File: src/rtl/alu_operand_seq_if.sv
// Operand/result bus between the operand sequencer and its driver/consumer.
// The overrun signal exists only when ALU_OVERRUN_EN is defined.
interface alu_operand_seq_if #(
  parameter int unsigned N = 4
);
  logic         load;
  logic [N-1:0] din;
  logic [N-1:0] A;
  logic [N-1:0] B;
  logic [N-1:0] S_in;
  logic [N-1:0] result;
  logic         zero;
  logic         valid;
  logic         ack;
  logic         ready;
`ifdef ALU_OVERRUN_EN
  logic         overrun;
`endif

  modport master (
    output load, din, S_in, ack,
    input  A, B, result, zero, valid, ready
`ifdef ALU_OVERRUN_EN
    , input overrun
`endif
  );

  modport slave (
    input  load, din, S_in, ack,
    output A, B, result, zero, valid, ready
`ifdef ALU_OVERRUN_EN
    , output overrun
`endif
  );
endinterface

File: src/rtl/alu_operand_seq.sv
// Operand sequencer: loads A then B from a shared bus, waits EXEC_CYCLES, captures S_in.
// Optional sticky overrun flag when ALU_OVERRUN_EN is defined.
module alu_operand_seq #(
  parameter int unsigned N           = 4,
  parameter int unsigned EXEC_CYCLES = 1
) (
  input logic              clk,
  input logic              rst,
  alu_operand_seq_if.slave bus
);

  localparam int unsigned CntW = (EXEC_CYCLES < 2) ? 1 : $clog2(EXEC_CYCLES + 1);

  typedef enum logic [1:0] {StIdle, StGotA, StExec, StDone} state_e;

  state_e          state_q;
  logic [N-1:0]    a_q;
  logic [N-1:0]    b_q;
  logic [N-1:0]    result_q;
  logic            zero_q;
  logic [CntW-1:0] cnt_q;
`ifdef ALU_OVERRUN_EN
  logic            overrun_q;
`endif

  always_ff @(posedge clk or posedge rst) begin
    if (rst) begin
      state_q   <= StIdle;
      a_q       <= '0;
      b_q       <= '0;
      result_q  <= '0;
      zero_q    <= 1'b0;
      cnt_q     <= '0;
`ifdef ALU_OVERRUN_EN
      overrun_q <= 1'b0;
`endif
    end else begin
      case (state_q)
        StIdle: begin
          if (bus.load) begin
            a_q     <= bus.din;
            state_q <= StGotA;
          end
        end
        StGotA: begin
          if (bus.load) begin
            b_q     <= bus.din;
            cnt_q   <= CntW'(EXEC_CYCLES - 1);
            state_q <= StExec;
          end
        end
        StExec: begin
          if (cnt_q != '0) begin
            cnt_q <= cnt_q - CntW'(1);
          end else begin
            result_q <= bus.S_in;
            zero_q   <= (bus.S_in == '0);
            state_q  <= StDone;
          end
`ifdef ALU_OVERRUN_EN
          if (bus.load) overrun_q <= 1'b1;
`endif
        end
        StDone: begin
          // A load coinciding with ack starts the next operation immediately.
          if (bus.ack) begin
            if (bus.load) begin
              a_q     <= bus.din;
              state_q <= StGotA;
            end else begin
              state_q <= StIdle;
            end
          end
`ifdef ALU_OVERRUN_EN
          else if (bus.load) begin
            overrun_q <= 1'b1;
          end
`endif
        end
        default: state_q <= StIdle;
      endcase
    end
  end

  assign bus.A      = a_q;
  assign bus.B      = b_q;
  assign bus.result = result_q;
  assign bus.zero   = zero_q;
  assign bus.valid  = (state_q == StDone);
  assign bus.ready  = (state_q == StIdle) || (state_q == StGotA);
`ifdef ALU_OVERRUN_EN
  assign bus.overrun = overrun_q;
`endif

endmodule

File: src/flat_wrapper.sv
// flat-port wrapper written by rule: the top's interface ports become plain ports
module alu_operand_seq_flat 
#(
  parameter int unsigned N           = 4,
  parameter int unsigned EXEC_CYCLES = 1
)
  (clk, rst, bus_load, bus_din, bus_S_in, bus_ack, bus_A, bus_B, bus_result, bus_zero, bus_valid, bus_ready);
  alu_operand_seq_if #(.N(N)) bus_i ();
  input logic clk;
  input logic rst;
  input wire logic [$bits(bus_i.load)-1:0] bus_load;
  input wire logic [$bits(bus_i.din)-1:0] bus_din;
  input wire logic [$bits(bus_i.S_in)-1:0] bus_S_in;
  input wire logic [$bits(bus_i.ack)-1:0] bus_ack;
  output wire logic [$bits(bus_i.A)-1:0] bus_A;
  output wire logic [$bits(bus_i.B)-1:0] bus_B;
  output wire logic [$bits(bus_i.result)-1:0] bus_result;
  output wire logic [$bits(bus_i.zero)-1:0] bus_zero;
  output wire logic [$bits(bus_i.valid)-1:0] bus_valid;
  output wire logic [$bits(bus_i.ready)-1:0] bus_ready;
  assign bus_i.load = bus_load;
  assign bus_i.din = bus_din;
  assign bus_i.S_in = bus_S_in;
  assign bus_i.ack = bus_ack;
  assign bus_A = bus_i.A;
  assign bus_B = bus_i.B;
  assign bus_result = bus_i.result;
  assign bus_zero = bus_i.zero;
  assign bus_valid = bus_i.valid;
  assign bus_ready = bus_i.ready;
  alu_operand_seq #(.N(N), .EXEC_CYCLES(EXEC_CYCLES)) u_core (.clk(clk), .rst(rst), .bus(bus_i));
endmodule
File: config.mk
export PLATFORM = sky130hd
export DESIGN_NAME = alu_operand_seq_flat
export DESIGN_NICKNAME = d
export VERILOG_FILES = /design/src/rtl/alu_operand_seq_if.sv /design/src/rtl/alu_operand_seq.sv /design/src/flat_wrapper.sv
export SDC_FILE = /design/constraint.sdc
export NUM_CORES = 1
export LEC_CHECK = 0
export BUFFER_PORTS_ARGS = -buffer_cell sky130_fd_sc_hd__buf_2
export CORE_UTILIZATION = 42
export DETAILED_ROUTE_END_ITERATION = 12
export GPL_TIMING_DRIVEN = 1
export HOLD_SLACK_MARGIN = 0.15
export PLACE_DENSITY = 0.8
export SLEW_MARGIN = 20
export SYNTH_ARGS = -nofsm -noshare
export SYNTH_HDL_FRONTEND = slang
export SYNTH_SLANG_ARGS = --single-unit
File: constraint.sdc
create_clock -name clk -period 1.4 [get_ports clk]
set_input_delay 0.28 -clock clk [delete_from_list [all_inputs] [get_ports clk]]
set_output_delay 0.28 -clock clk [all_outputs]
set_load 0.03 [all_outputs]
==> reports/results.ini <==
[run_status]
status=finished, violations left
violations=design-rule violations, negative setup slack

[sta]
setup_viol=8
fin_hold_ws_ns=0.244
skew_ns=0.00474
fin_crit_sh=1.13
max-slew-margin-rel=0.641
hold_viol_final=0
tightest_slew_ns=0.538
max_freq_mhz=631
rsz0062_at_grt=yes
finalMaxSlewViolations=0
layout_setup_ws_ns=-0.184
period_needed_ns=1.58

[floorplanning]
die_y_um=43.4
coreArea_mm2=0.00156
num_io_pins=27
fp-row-count=14
die_x_um=43.4
die-area_mm2=0.00189
start_util=0.462

[finish]
nFillCells=111
diodes=0
drive_gt1_frac=0.728
syn_to_final_growth_pct=50.7
nets=111

[place]
portBuffers=26
place_congestion=0.853
dp_hpwl_um=1100

[global_route]
gr-usage-all-layers=0.186
grt_pass1_wl_um=2480
grt_pass1_vias=580
grt_overflow=0
grt_max_degree=16
antenna_found_initial=0

[synth]
synth_nets=69
synth_top_area_frac=0.521
synth-seq-area-share=0.521
avgSynthCellArea_um2=14.1
ys_ff_latch=15
yosysUniqueCellTypes=16
syn_area_um2=721
synth_top_cell_by_area=dfrtp_1
synthCells=51
synth_area_leaders=dfrtp_1, mux2_2, ha_1
yosys_warnings=0

[critical_path]
critPathKind=reg2reg
critPathMaxFanout=4
crit_path_end_kind=flip-flop
start_kind=flip-flop
cp.arrival_ns=1.75
critPathRequiredTime_ns=1.57

[pwr]
p_sw_mw=1.32
combPwrFrac=0.662
vdd.ir_drop.worst_mv=1.44
p_leak_nw=0.538
pwr_density_cell_mw_per_mm2=2780
seqPwrFrac=0.259
p_int_mw=1.70
power.share.clock=0.080
total_power_mw=3.02
swShare=0.437

[flow_run]
max_cap_viol_count=0

[clocking]
cts_max_level=1
root_buffer=clkbuf_4
clockBufferDepth=2
cts.sink_count=15
clk_latency_ns=0.28
cts_buffers=3
cts_tree=built
path_clk_slew_ns=0.09

[route]
via_per_inst=5.11
vias=552
drcViolationCount=4
antenna_left=0
routed_wl_um=1640
drt_pre_antenna_iters=7
drt_first_iter_violations=6
wire_per_inst_um=15.2

[worst_hold_path]
hold_class=in2reg

-- final timing paths --
kind,startpoint,to,slack (ns),depth (start not counted)
worst max-delay path,u_core.state_q[0],u_core.bus.A[0],-0.18,5
worst min-delay path,bus_S_in[0],u_core.bus.result[0],0.24,2
worst max register to register,u_core.state_q[0],u_core.bus.A[0],-0.18,5
worst min register to register,u_core.bus.result[2],u_core.bus.result[2],0.51,1
max in group asynchronous,rst,u_core.state_q[0],0.43,3
min in group asynchronous,rst,u_core.bus.result[1],0.58,3
-- cell families after synthesis --
kind of cell	synth area share
buf+inv	0.0208
compound gates	0.0573
fa+ha+maj	0.104
simple gates	0.0521
flops	0.521
mux	0.245
-- critical path, stage by stage, from the launching register on --
cell and delay, ns:
dfrtp_2 0.46, buf_6 0.14, ha_4 0.16, mux2_4 0.31
nand2_4 0.10, mux2_4 0.30
-- Yosys cell counts --
library cell / instances
nand2b_1: 1
mux2_4: 5
nor4_1: 1
a31o_1: 1
mux2_2: 9
dfrtp_1: 15
o21bai_1: 1
nor2_1: 1
a31oi_1: 2
a211oi_1: 1
or2_2: 1
nand2_4: 1
nand2_1: 1
a21oi_1: 1
inv_1: 4
ha_1: 6
-- power groups by stage --
stage	clock [mW]	combinational, mW	sequential, mW
3_3_place_gp	0	1.53	0.793
6_report	0.240	2.00	0.782
2_1_floorplan	0	0.717	1.18
5_1_grt	0.264	2.10	0.808
3_5_place_dp	0	1.58	0.805
4_1_cts	0.245	1.82	0.773
-- sequential cells by signal, summed over array words and instances (netlist names) --
name,cells
u_core.bus.zero,1
u_core.state_q,2
u_core.bus.result,4
u_core.bus.A,4
u_core.bus.B,4
-- per-stage QoR --
stage | instances | instance area (um^2) | setup slack, ns | TNS, ns | utilization
floorplan | 51 | 737 | -0.0587 | -0.235 | -
global placement | 99 | 932 | -0.0331 | -0.125 | 0.598
detailed placement | 99 | 932 | -0.0557 | -0.269 | 0.598
CTS | 106 | 1030 | -0.152 | -0.855 | 0.661
global route | 108 | 1090 | -0.208 | -1.40 | 0.697
finish | 108 | 1090 | -0.184 | -1.16 | 0.697
-- layer usage --
| metal | track usage | part of all wire | wire (um) |
|---|---|---|---|
| met1 | 0.201 | 0.41 | 669 |
| met2 | 0.336 | 0.54 | 889 |
| met3 | 0.0292 | 0.036 | 59 |
| met4 | 0.119 | 0.015 | 24 |
| met5 | 0 | 0 | 0 |
-- cell usage in the layout, fill, tap and decap left out, drive strengths merged --
master,n
a31oi,2
or2,1
ha,6
nor2,1
a21oi,1
mux2,14
nand2b,1
a31o,1
nand2,2
inv,4
dfrtp,15
dlygate4sd3,1
a211oi,1
buf,36
clkbuf,4
nor4,1
o21bai,1
-- cell type report --
| type | count | area (um^2) | area share |
|---|---|---|---|
| Clock buffer | 4 | 26.3 | 0.0242 |
| Inverter | 4 | 17.5 | 0.0161 |
| Multi-Input combinational cell | 32 | 403 | 0.371 |
| Sequential cell | 15 | 377 | 0.347 |
| Tap cell | 16 | 20.0 | 0.0184 |
| Timing Repair Buffer | 37 | 243 | 0.224 |
-- repair_timing --
item,CTS,global route
pin swaps,4,1
gates resized for setup,13,8
hold buffers,1,0
setup endpoints to repair,11,13
buffers inserted,2,2
endpoints found under the hold margin,15,0
Note: power is estimated with default switching activity, not from simulation.
